### src/rtl/regfile_write_arbiter.sv
// regfile_write_arbiter: two-requester round-robin burst arbiter driving a registered
// register-file write port, with per-requester accepted-beat counters.
module regfile_write_arbiter #(
    parameter int MAX_BURST = 4
) (
    input  logic       clk,
    input  logic       rst,
    input  logic       a_valid,
    input  logic [2:0] a_addr,
    input  logic [7:0] a_data,
    input  logic       a_last,
    output logic       a_ready,
    input  logic       b_valid,
    input  logic [2:0] b_addr,
    input  logic [7:0] b_data,
    input  logic       b_last,
    output logic       b_ready,
    output logic       rf_we,
    output logic [2:0] rf_waddr,
    output logic [7:0] rf_wdata,
    output logic [1:0] owner,
    output logic [7:0] a_beats,
    output logic [7:0] b_beats
);
    localparam logic [1:0] IDLE  = 2'b00;
    localparam logic [1:0] OWN_A = 2'b01;
    localparam logic [1:0] OWN_B = 2'b10;

    logic [1:0] state, next;
    logic       rr_b;
    logic [3:0] cnt;
    logic       acc_a, acc_b, acc, rel;

    assign acc_a = a_valid && a_ready;
    assign acc_b = b_valid && b_ready;
    assign acc   = acc_a || acc_b;
    assign rel   = acc && ((acc_a ? a_last : b_last) || (cnt + 4'd1 == 4'(MAX_BURST)));

    always_ff @(posedge clk) begin
        if (rst) state <= IDLE;
        else     state <= next;
    end

    always_comb begin
        next = state;
        if (state == IDLE)
            next = (a_valid && b_valid) ? (rr_b ? OWN_B : OWN_A) :
                   a_valid ? OWN_A : b_valid ? OWN_B : IDLE;
        else if (rel)
            next = (state == OWN_A) ? (b_valid ? OWN_B : IDLE) : (a_valid ? OWN_A : IDLE);
    end

    always_comb begin
        a_ready = (state == OWN_A);
        b_ready = (state == OWN_B);
        owner   = state;
    end

    // rr_b set means B is favoured on the next contested grant from IDLE
    always_ff @(posedge clk) begin
        if (rst) begin
            rr_b     <= 1'b0;
            cnt      <= 4'd0;
            rf_we    <= 1'b0;
            rf_waddr <= 3'd0;
            rf_wdata <= 8'd0;
            a_beats  <= 8'd0;
            b_beats  <= 8'd0;
        end else begin
            if (rel) rr_b <= (state == OWN_A);
            cnt   <= (next != state) ? 4'd0 : acc ? cnt + 4'd1 : cnt;
            rf_we <= acc;
            if (acc) begin
                rf_waddr <= acc_a ? a_addr : b_addr;
                rf_wdata <= acc_a ? a_data : b_data;
            end
            if (acc_a) a_beats <= a_beats + 8'd1;
            if (acc_b) b_beats <= b_beats + 8'd1;
        end
    end
endmodule

### config.mk
export PLATFORM = sky130hd
export DESIGN_NAME = regfile_write_arbiter
export DESIGN_NICKNAME = d
export VERILOG_FILES = /design/src/rtl/regfile_write_arbiter.sv
export SDC_FILE = /design/constraint.sdc
export NUM_CORES = 1
export LEC_CHECK = 0
export ABC_AREA = 1
export CAP_MARGIN = 20
export CORE_MARGIN = 5
export CORE_UTILIZATION = 40
export DETAILED_ROUTE_END_ITERATION = 16
export GPL_TIMING_DRIVEN = 0
export PLACE_DENSITY = 0.72
export SLEW_MARGIN = 20
export SYNTH_ARGS = -nofsm -noshare
export SYNTH_HDL_FRONTEND = slang
export SYNTH_SLANG_ARGS = --single-unit
### constraint.sdc
create_clock -name clk -period 3.2 [get_ports clk]
set_input_delay 0.32 -clock clk [delete_from_list [all_inputs] [get_ports clk]]
set_output_delay 0.32 -clock clk [all_outputs]
set_load 0.01 [all_outputs]
== Word-level counts from Yosys, hierarchy flattened ==
Index checks and enable logic that the tools add are counted.
Widths: inputs -> output; s select.
Cells by class
  equal/unequal tests: 4
  add/subtract/negate cells: 3
  mux-type cells: 11
  reductions and logical operators: 8
Operators by type and width (count)
  $add 8x1->8 const B: 2
  $mux 2: 7
  $mux 8: 1
  $add 4x1->4 const B: 1
  $eq 4x3->1 const B: 1
  $logic_and 1x1->1: 4
  $mux 3: 1
  $eq 2x1->1 const B: 1
  $eq 2x2->1 const B: 1
  $logic_not 2->1: 1
  $logic_or 1x1->1: 2
  $mux 1: 2
  $ne 2x2->1: 1
  $reduce_or 2->1: 1
Storage, ports and cells
  output and inout port bits: 32
  input port bits: 28
  register bits after elaboration: 35
  word-level logic and storage cells: 34

== Logic depth before layout (Yosys ltp) ==
  word-level depth: 9
  depth in mapped cells: 10
  gate-level depth less buffers: 10

== Worst setup path after synthesis ==
OpenSTA, ideal clock, no wires.
  path kind: reg2reg
  start: register state[0], in the netlist owner[0]
  end: register a_beats[6]
  stages on the path, launching flop included: 9
  path buffers: 1
  slack: 1.868 ns
  data required time: 3.072 ns
  setup time: 0.128 ns
  arrival: 1.205 ns
  period minus slack after synthesis: 1.332 ns
  cells stage by stage: dfxtp_1 > nand3_2 > buf_8 > nor3_4 > nand3_1 > inv_1 > nand3_1 > nand2_1 > nor2_1
Between the ends
  longest elaborated chain between the ends: 2
Ends and longest elaborated chain
  from (decl): line 29  | logic [1:0] state, next;
  from (signal assigned): line 41  | else state <= next;
  $eq 2x1->1: line 54  | a_ready = (state == OWN_A);
  $logic_and 1x1->1: line 34  | assign acc_a = a_valid && a_ready;
  to (signal assigned): line 77  | if (acc_a) a_beats <= a_beats + 8'd1;
  to (decl): line 22  | output logic [7:0] a_beats,
Every way passes these cells.
A chain may end at the register's enable or synchronous reset.

== Worst setup path after layout ==
  start: register state[1], in the netlist owner[1]
  end: output port b_ready
Between the ends
  longest elaborated chain between the ends: 1
Ends and longest elaborated chain
  $eq 2x2->1: line 55  | b_ready = (state == OWN_B);
  to (decl): line 17  | output logic b_ready,
Every way passes these cells.

==> flow_summary.yaml <==
run_status:
  outcome: "finished, final reports clean"
synthesis:
  synth_top_area_share_pct: 42.3
  avgSynthCellArea_um2: 7.71
  synthCells: 215
  ys_ff_latch: 35
  syn_nets: 246
  ys_warn_count: 0
  synth_common_cells: "dfxtp_1, nand2_1, o21ai_0, a21oi_1, inv_1"
  synthArstFlopShare_pct: 0
  synth_area_leaders: "dfxtp_1, o21ai_0, nand2_1, a21oi_1, inv_1"
  synth_edf_count: 0
  yosys_most_used_dff: "dfxtp_1"
  synth_cell_type_count: 29
  yosys.area.top_type: "dfxtp_1"
  yosysSeqAreaShare_pct: 42.3
  syn_area_um2: 1660
setup_path:
  critPathKind: "register to output port"
  worstPathMaxFanout: 5
  worstPathCellList: "inv_2, nor2_1, clkdlybuf4s50_1"
  cpPeakStageDelay_ps: 570
  path_buf_inv: 2
  crit_required_ps: 2880
  critPathArrivalTime_ps: 1560
  cp_slowest_cell: "clkdlybuf4s50_1"
  end_kind: "output port"
  path_delay_family: "buffers and inverters"
  crit_path_start_kind: "register"
grt:
  use_met2_pct: 26.9
  antenna_found_initial: 0
  grt_util_met1_pct: 17.8
  busiest_layer: "met2"
  grtUsageTotal_pct: 16.1
  grtUsageMet3_pct: 7.97
  first_global_vias: 1512
  grt_start_max_net_pins: 11
  overflow: 0
  grt_pass1_wl_um: 6800
cts:
  cts_made_buffers: 5
  cts_root_buffer: "clkbuf_8"
  hold_buffers: 0
  cts_tree: "yes"
  cts_buffer_depth: 2
  h-tree-depth: 2
  cts_setup_buffers: 0
  numClockSinks: 35
  clk_latency_ps: 280
  postCtsResizedCells: 0
  path_clk_slew_ps: 60
sta:
  fin_worst_skew_ps: 5.92
  rsz0062_at_grt: "no"
  fin_crit_ps: 1880
  finalSetupViolCount: 0
  slew_violations: 0
  fin_crit_sh_pct: 58.7
  fin_tns_setup_ps: 0
  max_slew_margin_pct: 66.7
  tightest_slew_ps: 499
  setup_ws_ps: 1320
  fmax_ghz: 0.532
  hold_viol: 0
route:
  wl_per_cell_um: 12.3
  viasPerCell: 4.91
  routed_wl_um: 4080
  firstDrtPassIters: 4
  drt_iter0_drc: 78
  detail-route-antenna-nets: 0
  drcViolationCount: 0
  routed-via-count: 1629
pwr:
  vdd_drop_max_mv: 0.249
  p_leak_uw: 0.000959
  finalPower_uw: 982
  powerDensity_nw_per_um2: 411
floorplanning:
  core_area_um2: 4000
  rows: 23
  fp.dieW_um: 74.4
  die_area_um2: 5530
  die_h_um: 74.4
  start_util_pct: 41.4
  ios: 60
final_layout:
  synthToLayoutAreaGrowth_pct: 44.3
  final_layout_size_suffix_gt1_share_pct: 10.3
  seqCellArea_um2: 701
  fillers: 391
  diodes: 0
  fin_nets: 312
  multi_input_area_um2: 825
place:
  gp_congestion: 0.843
  dpl.hpwl_um: 3130
  dpl_worst_slack_ps: 1260
  io_buffers: 59
hold_path:
  hp-class: "register to register"
run:
  cap_violations: 0
## placed cells by master (no fill, tap or decap), types with 3 or more instances in the layout
| master | n |
|---|---|
| nand4_1 | 3 |
| nand3_2 | 4 |
| clkbuf_8 | 5 |
| nand2_1 | 35 |
| a21oi_1 | 23 |
| dfxtp_1 | 35 |
| nor3_1 | 3 |
| inv_1 | 22 |
| nand3_1 | 10 |
| nand2_2 | 4 |
| clkbuf_1 | 4 |
| ha_1 | 3 |
| nor2_1 | 17 |
| xor2_1 | 3 |
| clkdlybuf4s50_1 | 59 |
| o21ai_0 | 28 |
## final timing paths
path	from	end	slack [ps]	cells past startpoint
worst max-delay path	owner[1]	b_ready	1320	3
worst min-delay path	b_beats[7]	b_beats[7]	470	2
worst max register to register	owner[0]	a_beats[6]	1730	8
worst min register to register	b_beats[7]	b_beats[7]	470	2
## through the flow
step	cell area, um2	hold WS (ps)	util, %	std cells
global route	2390	513	59.8	332
global placement	2310	454	57.8	324
floorplan	1660	399	-	215
finish	2390	469	59.8	332
detailed placement	2310	460	57.8	324
CTS	2390	472	59.8	332
## area by class of cell
cell class                 instances  share of cell area [%]
clock buffer                       7                    3.19
tap                               50                    2.62
clock inverter                     1                   0.209
buffer                             7                    1.78
timing repair buffer              59                    24.7
multi-input combinational        149                    34.5
inverter                          24                    3.77
sequential                        35                    29.3
## worst register-to-register path, cell delays in order (launching register included)
cell,delay [ps]
dfxtp_1,490
nand3_2,150
buf_8,170
nor3_4,150
nand3_1,110
inv_1,90
nand3_1,70
nand2_1,70
nor2_1,40
## layer usage
| layer | share of wire (%) | wire [um] | vias up |
|---|---|---|---|
| met5 | 0 | 0 | - |
| met4 | 1.1 | 44 | 0 |
| met3 | 11 | 462 | 8 |
| met2 | 46 | 1890 | 62 |
| met1 | 41 | 1680 | 721 |
| li1 | - | - | 838 |
## registers in the layout (all words and copies together), names as in the netlist
register / flops
cnt: 4
rf_waddr: 3
b_beats: 8
rf_we: 1
rr_b: 1
owner: 2
a_beats: 8
rf_wdata: 8
## power breakdown
| group | total, uW | internal (uW) | switching [uW] |
|---|---|---|---|
| combinational | 203 | 105 | 98.0 |
| clock | 303 | 153 | 150 |
| sequential | 476 | 459 | 17.2 |
| total | 982 | 717 | 266 |
## cell families after synthesis
family,synth area share [%]
compound gates,17.4
mux,0.604
xor+xnor,2.64
simple gates,26.9
buf+inv,8.00
flops,42.3
fa+ha+maj,2.26
Power figures use the tool's default switching activity.
